--- src/rtl/tdm_demux_1x4_if.sv ---
// TDM demux bus: serial word stream in, four channel registers plus status out.
interface tdm_demux_1x4_if #(
  parameter int WIDTH = 8,
  parameter int ERRW  = 8
);
  logic [WIDTH-1:0]   DIN;
  logic               DIN_VLD;
  logic               SOF;
  logic [4*WIDTH-1:0] F;
  logic [3:0]         F_VLD;
  logic               FRAME_DONE;
  logic               LOCKED;
  logic               SYNC_ERR;
  logic [ERRW-1:0]    ERR_CNT;

  modport slave (
    input  DIN, DIN_VLD, SOF,
    output F, F_VLD, FRAME_DONE, LOCKED, SYNC_ERR, ERR_CNT
  );
  modport master (
    output DIN, DIN_VLD, SOF,
    input  F, F_VLD, FRAME_DONE, LOCKED, SYNC_ERR, ERR_CNT
  );
endinterface

--- src/rtl/tdm_demux_1x4.sv ---
// 1:4 TDM demultiplexer with SOF-based frame alignment, sync-error detection
// and a saturating error counter. All outputs registered, one cycle latency.
module tdm_demux_1x4 #(
  parameter int WIDTH = 8,
  parameter int ERRW  = 8
) (
  input  logic           CLK,
  input  logic           RST,
  tdm_demux_1x4_if.slave bus
);
  typedef enum logic {HUNT, LOCK} state_t;

  state_t             state_q, state_d;
  logic [1:0]         slot_q, slot_d;
  logic [4*WIDTH-1:0] f_q, f_d;
  logic [3:0]         fvld_q, fvld_d;
  logic               done_q, done_d;
  logic               serr_q, serr_d;
  logic [ERRW-1:0]    ecnt_q, ecnt_d;
  logic               wr;
  logic [1:0]         wr_slot;

  always_ff @(posedge CLK) begin
    if (RST) begin
      state_q <= HUNT;
      slot_q  <= '0;
      f_q     <= '0;
      fvld_q  <= '0;
      done_q  <= 1'b0;
      serr_q  <= 1'b0;
      ecnt_q  <= '0;
    end else begin
      state_q <= state_d;
      slot_q  <= slot_d;
      f_q     <= f_d;
      fvld_q  <= fvld_d;
      done_q  <= done_d;
      serr_q  <= serr_d;
      ecnt_q  <= ecnt_d;
    end
  end

  always_comb begin
    state_d = state_q;
    slot_d  = slot_q;
    f_d     = f_q;
    fvld_d  = '0;
    done_d  = 1'b0;
    serr_d  = 1'b0;
    wr      = 1'b0;
    wr_slot = 2'd0;
    if (bus.DIN_VLD) begin
      case (state_q)
        HUNT: begin
          if (bus.SOF) begin
            wr      = 1'b1;
            slot_d  = 2'd1;
            state_d = LOCK;
          end
        end
        LOCK: begin
          if (bus.SOF) begin
            // An early SOF restarts the frame on this word rather than dropping lock.
            wr     = 1'b1;
            slot_d = 2'd1;
            serr_d = (slot_q != 2'd0);
          end else if (slot_q != 2'd0) begin
            wr      = 1'b1;
            wr_slot = slot_q;
            slot_d  = slot_q + 2'd1;
            done_d  = (slot_q == 2'd3);
          end else begin
            serr_d  = 1'b1;
            state_d = HUNT;
            slot_d  = 2'd0;
          end
        end
        default: state_d = HUNT;
      endcase
    end
    for (int i = 0; i < 4; i++) begin
      if (wr && wr_slot == 2'(i)) begin
        f_d[i*WIDTH +: WIDTH] = bus.DIN;
        fvld_d[i]             = 1'b1;
      end
    end
    ecnt_d = (serr_d && ecnt_q != '1) ? ecnt_q + 1'b1 : ecnt_q;
  end

  assign bus.F          = f_q;
  assign bus.F_VLD      = fvld_q;
  assign bus.FRAME_DONE = done_q;
  assign bus.LOCKED     = (state_q == LOCK);
  assign bus.SYNC_ERR   = serr_q;
  assign bus.ERR_CNT    = ecnt_q;
endmodule

--- src/flat_wrapper.sv ---
// flat-port wrapper written by rule: the top's interface ports become plain ports
module tdm_demux_1x4_flat 
#(
  parameter int WIDTH = 8,
  parameter int ERRW  = 8
)
  (CLK, RST, bus_DIN, bus_DIN_VLD, bus_SOF, bus_F, bus_F_VLD, bus_FRAME_DONE, bus_LOCKED, bus_SYNC_ERR, bus_ERR_CNT);
  tdm_demux_1x4_if #(.WIDTH(WIDTH), .ERRW(ERRW)) bus_i ();
  input  logic CLK;
  input  logic RST;
  input wire logic [$bits(bus_i.DIN)-1:0] bus_DIN;
  input wire logic [$bits(bus_i.DIN_VLD)-1:0] bus_DIN_VLD;
  input wire logic [$bits(bus_i.SOF)-1:0] bus_SOF;
  output wire logic [$bits(bus_i.F)-1:0] bus_F;
  output wire logic [$bits(bus_i.F_VLD)-1:0] bus_F_VLD;
  output wire logic [$bits(bus_i.FRAME_DONE)-1:0] bus_FRAME_DONE;
  output wire logic [$bits(bus_i.LOCKED)-1:0] bus_LOCKED;
  output wire logic [$bits(bus_i.SYNC_ERR)-1:0] bus_SYNC_ERR;
  output wire logic [$bits(bus_i.ERR_CNT)-1:0] bus_ERR_CNT;
  assign bus_i.DIN = bus_DIN;
  assign bus_i.DIN_VLD = bus_DIN_VLD;
  assign bus_i.SOF = bus_SOF;
  assign bus_F = bus_i.F;
  assign bus_F_VLD = bus_i.F_VLD;
  assign bus_FRAME_DONE = bus_i.FRAME_DONE;
  assign bus_LOCKED = bus_i.LOCKED;
  assign bus_SYNC_ERR = bus_i.SYNC_ERR;
  assign bus_ERR_CNT = bus_i.ERR_CNT;
  tdm_demux_1x4 #(.WIDTH(WIDTH), .ERRW(ERRW)) u_core (.CLK(CLK), .RST(RST), .bus(bus_i));
endmodule
--- config.mk ---
export PLATFORM = sky130hd
export DESIGN_NAME = tdm_demux_1x4_flat
export DESIGN_NICKNAME = d
export VERILOG_FILES = /design/src/rtl/tdm_demux_1x4_if.sv /design/src/rtl/tdm_demux_1x4.sv /design/src/flat_wrapper.sv
export SDC_FILE = /design/constraint.sdc
export NUM_CORES = 1
export LEC_CHECK = 0
export ABC_CLOCK_PERIOD_IN_PS = 2540
export CAP_MARGIN = 20
export CORE_MARGIN = 4
export CORE_UTILIZATION = 35
export CTS_CLUSTER_SIZE = 14
export DETAILED_ROUTE_END_ITERATION = 12
export PLACE_DENSITY = 0.66
export REMOVE_ABC_BUFFERS = 1
export SYNTH_ARGS = -nofsm -noshare
export SYNTH_HDL_FRONTEND = slang
export SYNTH_SLANG_ARGS = --single-unit
export TNS_END_PERCENT = 20
--- constraint.sdc ---
create_clock -name CLK -period 2.54 [get_ports CLK]
set_input_delay 0.508 -clock CLK [delete_from_list [all_inputs] [get_ports CLK]]
set_output_delay 0.508 -clock CLK [all_outputs]
set_load 0.005 [all_outputs]
==> results by group, run 1 <==
CTS
  • CTS tree: done
  • H-tree lvl count: 2
  • Clock root buffer: sky130_fd_sc_hd__clkbuf_8
  • Post-CTS Repair Setup Buffers: 0
  • Clock-pin transition on the worst setup and hold timing paths: 80 ps
  • CTS resizes: 0
  • Clock insertion delay at the later pin of the skew report: 300 ps
  • Sinks on Clock Net: 49
  • Maximum clock path buffer count: 2
  • Cts bufs inserted: 5
  • Number of buffers added to fix hold violations after cts: 0

Power and ir drop
  • Static leakage: 0.00113 uW
  • Relative contribution of the clock network to total power: 35.6%
  • Pint: 1090 uW
  • Worst voltage drop across the vdd grid: 0.301 mV
  • Switching power as a share of total power: 22.2%
  • Power per cell area: 506 nW/um^2
  • Gate power share: 8.0%
  • Net Switching: 311 uW
  • Part of the total power dissipated in sequential elements: 56.4%
  • Power consumption: 1400 uW

Critical path
  • Arrival time at the worst endpoint: 2330 ps
  • Worst setup EP type: register
  • Critical path type: in2reg
  • Capturing instance or port of the critical path: u_core.bus.F[2]
  • Data required time at the worst endpoint: 2710 ps
  • Internal reg-to-reg setup slack: 450 ps
  • Critical register-to-register path endpoint: u_core.bus.F[2]
  • CP startpoint kind: primary input
  • Worst Reg-to-Reg Cells: 7
  • Maximum fanout along the worst path: 9
  • Critical Path Source: bus_SOF
  • Worst flop-to-flop path startpoint: u_core.slot_q[1]

Timing
  • Worst Max-Slew Pin Slew: 527 ps
  • Total negative setup slack: 0 ps
  • Top achievable clock speed: 462 MHz
  • Final Cycle Share: 85.3%
  • Setup ws final: 375 ps
  • Hold Fails Final Rpt: 0
  • RSZ-0062 raised after global routing: false
  • Clk_skew: 3.12 ps
  • Number of setup violations in the final report: 0
  • Max-Slew Margin vs Limit: 64.9%
  • Final Slew Violations: 0
  • Final period demand of the worst path: 2170 ps

Layout
  • Number of nets at the end of the flow: 274
  • Non-filler cells, final: 330
  • Share of layout cells above drive strength 1: 10.5%
  • Post-layout util: 49.6%
  • Number of inserted diodes: 0
  • Commonest non-fill, non-tap cells in the layout: sky130_fd_sc_hd__clkdlybuf4s50_1, sky130_fd_sc_hd__dfxtp_1, sky130_fd_sc_hd__mux2i_1
  • Relative area change from synthesis to final layout: 36.4%
  • Most frequent standard cell in the layout excluding fill and tap cells: sky130_fd_sc_hd__clkdlybuf4s50_1

Drt
  • Routed wire length per instance: 13.2 um
  • Drt drc: 0
  • Total number of vias: 1,539
  • Total wire length: 4.34 mm
  • Initial detailed-routing violation count: 37
  • Vias per cell: 4.66
  • Number of routed nets with antenna violations: 0
  • Drt pass-1 iters: 4

Place
  • Place WS: 52.6 ps
  • Port buffer count: 58
  • Placer's final routability congestion estimate: 0.755
  • Placed Cells: 322
  • Final HPWL from detailed placement: 3.06 mm

Flow run
  • Number of max-capacitance violations reported: 0

Global route
  • Number of antenna violations at the first check in global routing: 0
  • Pin count of the biggest net entering global routing: 36
  • First-pass GRT wire length: 6.97 mm
  • Via count of the first global-routing pass: 1,371
  • Met3 usage in global routing: 4.05%
  • Grt ovf: 0
  • Met2 capacity usage during global routing: 19.4%
  • Most Used Layer, Global Route: met2
  • Global routing usage on met1: 15.8%
  • All-Layer GR Usage: 12.3%

Floorplanning
  • Core Region: 5570 sq um
  • Die extent in y: 84.1 um
  • Site row count: 27
  • Die W: 84.1 um
  • Num ports: 59
  • Area of the die: 7080 sq um
  • Starting density of the core: 36.4%

Logic synthesis
  • Sequential element share of the synthesized area: 48.4%
  • Distinct cells, synth: 37
  • Post-synthesis cell area: 2030 sq um
  • Synthesis warning total: 0
  • Synthesized area per cell: 10.2 sq um
  • Post-Synthesis Cells: 198
  • #FFs+latches synth: 49

Worst hold path
  • Startpoint of the tightest hold check path: u_core.bus.F[15]
  • Type of the worst min-delay path: reg2reg

Run status
  • Status: complete, no violations
==> power groups by stage <==
stage / Combinational [uW] / Clock [uW] / Sequential [uW]
floorplan: 46.9 / 0 / 808
global placement: 111 / 0 / 809
detailed placement: 112 / 0 / 808
CTS: 113 / 514 / 790
global route: 123 / 548 / 793
finish: 112 / 499 / 790
==> synth_stat cells <==
cell,n,area share (%)
sky130_fd_sc_hd__buf_2,2,0.49
sky130_fd_sc_hd__o21a_1,1,0.37
sky130_fd_sc_hd__a311oi_1,1,0.43
sky130_fd_sc_hd__o2111ai_1,1,0.43
sky130_fd_sc_hd__xor2_1,5,2.2
sky130_fd_sc_hd__dfxtp_1,49,48
sky130_fd_sc_hd__buf_6,2,1.1
sky130_fd_sc_hd__nand4_1,3,0.93
sky130_fd_sc_hd__inv_1,5,0.93
sky130_fd_sc_hd__and3_2,1,0.37
sky130_fd_sc_hd__nand3b_1,9,3.3
sky130_fd_sc_hd__a21oi_1,3,0.74
sky130_fd_sc_hd__o211ai_1,3,1.1
sky130_fd_sc_hd__a22oi_1,1,0.37
sky130_fd_sc_hd__nand3_1,1,0.25
sky130_fd_sc_hd__o31ai_1,1,0.37
sky130_fd_sc_hd__or3_1,1,0.31
sky130_fd_sc_hd__a221oi_1,1,0.43
sky130_fd_sc_hd__and4bb_4,1,0.80
sky130_fd_sc_hd__o21ai_0,10,2.5
sky130_fd_sc_hd__clkdlybuf4s50_2,1,0.56
sky130_fd_sc_hd__and3_1,2,0.62
sky130_fd_sc_hd__or2b_2,6,2.6
sky130_fd_sc_hd__nor2_1,20,3.7
sky130_fd_sc_hd__nand2_1,4,0.74
sky130_fd_sc_hd__nand2_2,1,0.31
sky130_fd_sc_hd__mux2i_1,25,12
sky130_fd_sc_hd__clkbuf_1,6,1.1
sky130_fd_sc_hd__ha_1,5,3.1
sky130_fd_sc_hd__or4_1,1,0.37
sky130_fd_sc_hd__and3b_2,2,0.99
sky130_fd_sc_hd__nor3_1,1,0.25
sky130_fd_sc_hd__and2_1,1,0.31
sky130_fd_sc_hd__nand2b_1,19,5.9
sky130_fd_sc_hd__nor3_2,1,0.49
sky130_fd_sc_hd__o21ba_2,1,0.49
sky130_fd_sc_hd__or3b_1,1,0.43
==> layer usage <==
layer  share of wire (%)  up-vias
met5                   0        -
met3                 5.3        5
li1                    -      798
met4                 1.4        0
met2                  46       36
met1                  47      700
==> layout make-up <==
type	count	area, sq um
Inverter	5	18.8
Sequential cell	49	981
Fill cell	532	2810
Multi-Input combinational cell	133	962
Clock inverter	1	5.00
Tap cell	72	90.1
Timing Repair Buffer	63	613
Clock buffer	7	96.3
==> flip-flops by register name, summed over array words and instances, names as in the netlist <==
register and flops:
u_core.bus.F 32, u_core.bus.ERR_CNT 8, u_core.bus.SYNC_ERR 1, u_core.bus.F_VLD 4, u_core.bus.LOCKED 1, u_core.slot_q 2, u_core.bus.FRAME_DONE 1
==> critical path, stage by stage <==
cell                              delay (ps)
sky130_fd_sc_hd__clkdlybuf4s50_1         530
sky130_fd_sc_hd__inv_1                    70
sky130_fd_sc_hd__ha_1                    220
sky130_fd_sc_hd__nand2_1                  70
sky130_fd_sc_hd__nand2_1                  90
sky130_fd_sc_hd__or3b_1                  640
sky130_fd_sc_hd__mux2i_1                 200
==> stage by stage <==
| step | cell area [sq um] | hold slack (ps) |
|---|---|---|
| 6_report | 2770 | 480 |
| 3_3_place_gp | 2670 | 462 |
| 4_1_cts | 2770 | 484 |
| 5_1_grt | 2770 | 492 |
| 3_5_place_dp | 2670 | 461 |
| 2_1_floorplan | 1960 | 464 |
==> worst min-delay path by stage <==
stage | endpoint | slack [ps] | depth (start not counted)
after floorplan | u_core.bus.F[11] | 460 | 2
after global placement | u_core.bus.F[13] | 460 | 2
after detailed placement | u_core.bus.F[14] | 460 | 2
after CTS | u_core.bus.F[15] | 480 | 2
after global routing | u_core.bus.F[10] | 490 | 2
final | u_core.bus.F[15] | 480 | 2
==> cells by family (layout without fill, tap and decap cells) <==
family | count (synthesis) | count (layout) | share of synthesized area [%]
compound gates | 23 | 23 | 7.22
buf+inv | 16 | 76 | 4.19
fa+ha+maj | 5 | 5 | 3.08
xor+xnor | 5 | 5 | 2.16
simple gates | 75 | 75 | 22.6
flops | 49 | 49 | 48.4
mux | 25 | 25 | 12.3
No activity file was read; power rests on OpenSTA's default activity.
==> run 2, diff against run 1 <==
CAP_MARGIN = 25   (was 20)
CORE_UTILIZATION = 28   (was 35)
PLACE_DENSITY = 0.56   (was 0.66)
==> run 2 against run 1 <==
Compared with the run above:
- via count increased by 0.78%
- critical path type unchanged
- largest power group unchanged
- core utilization is 9.4 points lower
- global-route usage decreased by 1.5 points
- worst hold slack lost 1.0 ps
- clock power is 10% lower
- non-clock buffer count stayed put
- total power down 3.6%
- count of clock-buffer cells in the layout fell by 2
- clock skew grew 3.6 ps
- critical endpoint is now u_core.bus.F[5]
- final cell count grew 7.3%
- maximum frequency about the same
==> results by group, run 2 (synthesis results as in run 1) <==
Run status
  • Status: complete, no violations

Worst hold path
  • Type of the worst min-delay path: reg2reg
  • Startpoint of the tightest hold check path: u_core.bus.F[14]
  • Depth of the worst hold-timing path: 2 (unchanged)
  • WHS Endpoint: u_core.bus.F[14]

Critical path
  • Arrival time at the worst endpoint: 2330 ps (about the same)
  • CP startpoint kind: primary input
  • Data required time at the worst endpoint: 2710 ps (about the same)
  • Worst flop-to-flop path startpoint: u_core.slot_q[0]
  • CP max-delay cell: sky130_fd_sc_hd__or3b_1
  • Cell occurring most often along the worst timing path: sky130_fd_sc_hd__nand2_1
  • Critical path type: in2reg
  • Count of buffer and inverter cells on the critical path: 2 (unchanged)
  • Maximum fanout along the worst path: 9 (unchanged)
  • Slowest Stage Delay on Critical Path: 630 ps (about the same)
  • Critical register-to-register path endpoint: u_core.bus.F[5]
  • Internal reg-to-reg setup slack: 450 ps (about the same)
  • Critical Path Source: bus_SOF
  • Gate family responsible for the most delay along the worst path: simple AND/OR/NAND/NOR gates
  • Worst setup EP type: register
  • Worst Reg-to-Reg Cells: 7 (unchanged)
  • Critical-path cell list: clkdlybuf4s50_1 > inv_1 > ha_1 > nand2_1 > nand2_1 > or3b_1 > mux2i_1

Floorplanning
  • Starting density of the core: 29.4% (-7.0 points)
  • Core Region: 6910 sq um (+24%)
  • Num ports: 59 (unchanged)
  • Area of the die: 8670 sq um (+23%)
  • Die W: 93.1 um (+11%)
  • Die extent in y: 93.1 um (+11%)
  • Site row count: 30 (+11%)

Layout
  • Relative area change from synthesis to final layout: 37.1%
  • Number of nets at the end of the flow: 274 (unchanged)
  • Most frequent standard cell in the layout excluding fill and tap cells: sky130_fd_sc_hd__clkdlybuf4s50_1
  • Share of layout cells above drive strength 1: 10.5% (unchanged)
  • Number of inserted diodes: 0 (unchanged)
  • Number of inserted filler cells in the final layout: 722 (+36%)
  • Number of flip-flops under the largest register name: 32 (unchanged)
  • Commonest non-fill, non-tap cells in the layout: sky130_fd_sc_hd__clkdlybuf4s50_1, sky130_fd_sc_hd__dfxtp_1, sky130_fd_sc_hd__mux2i_1

Drt
  • Routed wire length per instance: 12.9 um (-1.6%)
  • Number of routed nets with antenna violations: 0 (unchanged)
  • Initial detailed-routing violation count: 57 (+54%)
  • Drt drc: 0 (unchanged)
  • Vias per cell: 4.38 (-6.1%)
  • Total number of vias: 1,551 (+0.78%)
  • Total wire length: 4.58 mm (+5.5%)
  • Drt pass-1 iters: 4 (unchanged)

Timing
  • Clk_skew: 6.68 ps (+3.56 ps)
  • RSZ-0062 raised after global routing: false
  • Hold Fails Final Rpt: 0 (unchanged)
  • Top achievable clock speed: 462 MHz (about the same)
  • Hold WS: 479 ps (-1.00 ps)
  • Total negative setup slack: 0 ps (unchanged)
  • Max-Slew Margin vs Limit: 49.5% (-15 points)
  • Final period demand of the worst path: 2160 ps (-1.24 ps)
  • Final Slew Violations: 0 (unchanged)
  • Worst Max-Slew Pin Slew: 757 ps (+230 ps)
  • Final Cycle Share: 85.2% (about the same)
  • Number of setup violations in the final report: 0 (unchanged)

Flow run
  • Number of max-capacitance violations reported: 0 (unchanged)

CTS
  • Number of buffers added to fix hold violations after cts: 0 (unchanged)
  • CTS resizes: 0 (unchanged)
  • CTS tree: done
  • Clock-pin transition on the worst setup and hold timing paths: 90 ps (about the same)
  • Clock insertion delay at the later pin of the skew report: 300 ps (about the same)
  • Clock root buffer: sky130_fd_sc_hd__clkbuf_8
  • Cts bufs inserted: 5 (unchanged)
  • Post-CTS Repair Setup Buffers: 0 (unchanged)
  • Sinks on Clock Net: 49 (unchanged)
  • Maximum clock path buffer count: 2 (unchanged)
  • H-tree lvl count: 2 (unchanged)

Global route
  • All-Layer GR Usage: 10.9% (-1.5 points)
  • Pin count of the biggest net entering global routing: 52 (+44%)
  • First-pass GRT wire length: 7.49 mm (+7.4%)
  • Number of antenna violations at the first check in global routing: 0 (unchanged)
  • Via count of the first global-routing pass: 1,506 (+9.8%)
  • Grt ovf: 0 (unchanged)

Power and ir drop
  • Power per cell area: 485 nW/um^2 (-4.1%)
  • Worst voltage drop across the vdd grid: 0.292 mV (-2.9%)
  • Static leakage: 0.00111 uW (-0.98%)
  • Power consumption: 1350 uW (-3.6%)

Place
  • Port buffer count: 58 (unchanged)
  • Final HPWL from detailed placement: 3.20 mm (+4.5%)
  • Placer's final routability congestion estimate: 0.798 (+5.8%)
-- run 2: how the worst max path moves through the flow --
stage	endpoint	slack, ps	depth (start not counted)
2_1_floorplan	u_core.bus.F[0]	700	7
3_3_place_gp	u_core.bus.F[1]	100	7
3_5_place_dp	u_core.bus.F[4]	60	7
4_1_cts	u_core.bus.F[5]	370	7
5_1_grt	u_core.bus.F[5]	290	7
6_report	u_core.bus.F[5]	380	7
-- run 2: report_power, final --
group / internal, uW / switching (uW)
Combinational: 61.6 / 48.6
Clock: 191 / 258
Sequential: 780 / 10.4
-- run 2: routing by layer --
layer  track usage [%]  share of wire [%]  up-vias
met5                 0                  0        -
met4              4.03                1.1        0
met1              13.8                 47      720
met3              2.57                4.5        5
met2              17.8                 48       33
li1                  -                  -      793
-- run 2: worst register-to-register path, cell delays in order, from the launching register on --
cell and delay, ps:
sky130_fd_sc_hd__dfxtp_1 400, sky130_fd_sc_hd__inv_1 110, sky130_fd_sc_hd__ha_1 240, sky130_fd_sc_hd__ha_1 220
sky130_fd_sc_hd__nand2_1 70, sky130_fd_sc_hd__nand2_1 80, sky130_fd_sc_hd__or3b_1 630, sky130_fd_sc_hd__mux2i_1 200
-- run 2: layout make-up --
cell class | instances | area (sq um) | area share, %
clock buffer | 5 | 68.8 | 2.47
timing repair buffer | 63 | 613 | 22.0
clock inverter | 3 | 17.5 | 0.630
inverter | 5 | 18.8 | 0.675
sequential | 49 | 981 | 35.3
tap | 96 | 120 | 4.32
multi-input combinational | 133 | 962 | 34.6
-- run 2: per-stage QoR --
| step | setup slack (ps) | cell area (sq um) | utilization, % | cells |
|---|---|---|---|---|
| 2_1_floorplan | 698 | 1960 | - | 187 |
| 4_1_cts | 372 | 2780 | 40.3 | 354 |
| 5_1_grt | 287 | 2780 | 40.3 | 354 |
| 3_3_place_gp | 104 | 2700 | 39.0 | 346 |
| 6_report | 376 | 2780 | 40.3 | 354 |
| 3_5_place_dp | 64.7 | 2700 | 39.0 | 346 |
==> run 3, diff against run 2 <==
CELL_PAD_IN_SITES_DETAIL_PLACEMENT = 0   (was default)
CELL_PAD_IN_SITES_GLOBAL_PLACEMENT = 1   (was default)
PLACE_DENSITY = 0.69   (was 0.56)
==> run 3 against run 2 <==
Compared with the run above:
- clock power grew 0.9%
- critical path type unchanged
- total power grew 0.43%
- final area grew 0.27%
- clock skew shrank 4.7 ps
==> results by group, run 3 (synthesis results as in run 1) <==
Layout
  • Post-route cell area: 2790 sq um (+0.27%)
  • Non-filler cells, final: 355 (+0.28%)
  • Number of inserted diodes: 0 (unchanged)
  • Number of flip-flops under the largest register name: 32 (unchanged)
  • Relative area change from synthesis to final layout: 37.5%
  • Most frequent standard cell in the layout excluding fill and tap cells: sky130_fd_sc_hd__clkdlybuf4s50_1
  • Number of nets at the end of the flow: 275 (+0.36%)
  • Share of layout cells above drive strength 1: 10.8% (+0.35 points)
  • Commonest non-fill, non-tap cells in the layout: sky130_fd_sc_hd__clkdlybuf4s50_1, sky130_fd_sc_hd__dfxtp_1, sky130_fd_sc_hd__mux2i_1

Critical path
  • Critical path type: in2reg
  • Worst flop-to-flop path startpoint: u_core.slot_q[0]
  • Worst setup EP type: register
  • CP startpoint kind: primary input
  • Internal reg-to-reg setup slack: 490 ps (+40 ps)
  • Worst Reg-to-Reg Cells: 7 (unchanged)
  • Maximum fanout along the worst path: 9 (unchanged)
  • Arrival time at the worst endpoint: 2310 ps (-20 ps)
  • Data required time at the worst endpoint: 2710 ps (about the same)
  • Critical register-to-register path endpoint: u_core.bus.F[6]

CTS
  • Post-CTS Repair Setup Buffers: 0 (unchanged)
  • Number of buffers added to fix hold violations after cts: 0 (unchanged)
  • CTS resizes: 0 (unchanged)
  • H-tree lvl count: 2 (unchanged)
  • CTS tree: done
  • Clock insertion delay at the later pin of the skew report: 300 ps (about the same)
  • Clock-pin transition on the worst setup and hold timing paths: 90 ps (about the same)
  • Maximum clock path buffer count: 2 (unchanged)
  • Clock root buffer: sky130_fd_sc_hd__clkbuf_8
  • Cts bufs inserted: 5 (unchanged)
  • Sinks on Clock Net: 49 (unchanged)

Drt
  • Number of routed nets with antenna violations: 0 (unchanged)
  • Total number of vias: 1,556 (+0.32%)
  • Total wire length: 4.57 mm (-0.17%)
  • Routed wire length per instance: 12.9 um (-0.46%)
  • Drt pass-1 iters: 4 (unchanged)
  • Initial detailed-routing violation count: 64 (+12%)
  • Drt drc: 0 (unchanged)
  • Vias per cell: 4.38 (about the same)

Power and ir drop
  • Gate power share: 8.2% (about the same)
  • Part of the total power dissipated in sequential elements: 58.4% (-0.2 points)
  • Switching power as a share of total power: 23.7% (+0.24 points)
  • Relative contribution of the clock network to total power: 33.4% (+0.2 points)
  • Net Switching: 322 uW (+1.4%)
  • Power per cell area: 486 nW/um^2 (+0.16%)
  • Worst voltage drop across the vdd grid: 0.221 mV (-24%)
  • Static leakage: 0.00112 uW (+0.43%)
  • Pint: 1030 uW (+0.11%)

Place
  • Placed Cells: 347 (+0.29%)
  • Placer's final routability congestion estimate: 0.826 (+3.5%)
  • Post-DP Area: 2700 sq um (+0.28%)
  • Final HPWL from detailed placement: 3.27 mm (+2.3%)
  • Port buffer count: 58 (unchanged)

Timing
  • Top achievable clock speed: 468 MHz (+1.3%)
  • Max-Slew Margin vs Limit: 53.2% (+3.7 points)
  • Hold WS: 481 ps (+2.69 ps)
  • Final period demand of the worst path: 2140 ps (-28.4 ps)
  • Final Cycle Share: 84.1% (-1.1 points)
  • RSZ-0062 raised after global routing: false
  • Worst Max-Slew Pin Slew: 702 ps (-54.9 ps)
  • Hold Fails Final Rpt: 0 (unchanged)
  • Number of setup violations in the final report: 0 (unchanged)
  • Final Slew Violations: 0 (unchanged)
  • Clk_skew: 2.01 ps (-4.67 ps)
  • Total negative setup slack: 0 ps (unchanged)

Floorplanning
  • Die W: 93.1 um (unchanged)
  • Num ports: 59 (unchanged)
  • Starting density of the core: 29.4% (unchanged)
  • Site row count: 30 (unchanged)
  • Area of the die: 8670 sq um (unchanged)
  • Core Region: 6910 sq um (unchanged)
  • Die extent in y: 93.1 um (unchanged)

Worst hold path
  • Type of the worst min-delay path: reg2reg
  • WHS Endpoint: u_core.bus.F[11]
  • Startpoint of the tightest hold check path: u_core.bus.F[11]
  • Depth of the worst hold-timing path: 2 (unchanged)

Global route
  • Via count of the first global-routing pass: 1,521 (+1.0%)
  • Most Used Layer, Global Route: met2
  • All-Layer GR Usage: 11.0% (+0.16 points)
  • Grt ovf: 0 (unchanged)
  • Global routing usage on met1: 14.5% (+0.64 points)
  • Number of antenna violations at the first check in global routing: 0 (unchanged)
  • Met3 usage in global routing: 3.38% (+0.80 points)
  • Met2 capacity usage during global routing: 17.2% (-0.60 points)
  • Pin count of the biggest net entering global routing: 50 (-3.8%)
  • First-pass GRT wire length: 7.51 mm (+0.37%)

Flow run
  • Number of max-capacitance violations reported: 0 (unchanged)

Run status
  • Status: complete, no violations
## run 3: area by class of cell
type | instances | area (sq um)
clock buffer | 5 | 68.8
clock inverter | 3 | 17.5
fill | 723 | 4120
inverter | 5 | 18.8
multi-input combinational | 133 | 962
sequential | 49 | 981
tap | 96 | 120
timing repair buffer | 64 | 621
## run 3: stage by stage
step           worst slack [ps]  util, %  power (uW)
2_1_floorplan               698        -         855
3_3_place_gp                118     39.1         922
3_5_place_dp               75.3     39.1         922
4_1_cts                     405     40.4        1380
5_1_grt                     298     40.4        1430
6_report                    404     40.4        1360
## run 3: per-layer routing
metal  wire length, um  vias up
met5                 0        -
met1              2200      723
li1                  -      795
met3               211        5
met2              2100       33
met4                64        0
## run 3: critical path, stage by stage
cell and delay (ps):
sky130_fd_sc_hd__clkdlybuf4s50_1 530, sky130_fd_sc_hd__inv_1 70, sky130_fd_sc_hd__ha_1 230, sky130_fd_sc_hd__nand2_1 70, sky130_fd_sc_hd__nand2_1 80, sky130_fd_sc_hd__or3b_1 620, sky130_fd_sc_hd__mux2i_1 200
## run 3: worst max-delay path by stage
stage               slack (ps)               to        startpoint
floorplan                  700  u_core.bus.F[0]  u_core.slot_q[0]
global placement           120  u_core.bus.F[1]           bus_SOF
detailed placement          80  u_core.bus.F[2]           bus_SOF
CTS                        400  u_core.bus.F[2]           bus_SOF
global route               300  u_core.bus.F[1]           bus_SOF
finish                     400  u_core.bus.F[6]           bus_SOF
## run 3: power groups by stage
stage	logic [uW]	clock network, uW	registers [uW]
finish	112	453	791
global route	124	508	794
CTS	114	478	792
detailed placement	113	0	809
global placement	112	0	810
floorplan	46.9	0	808
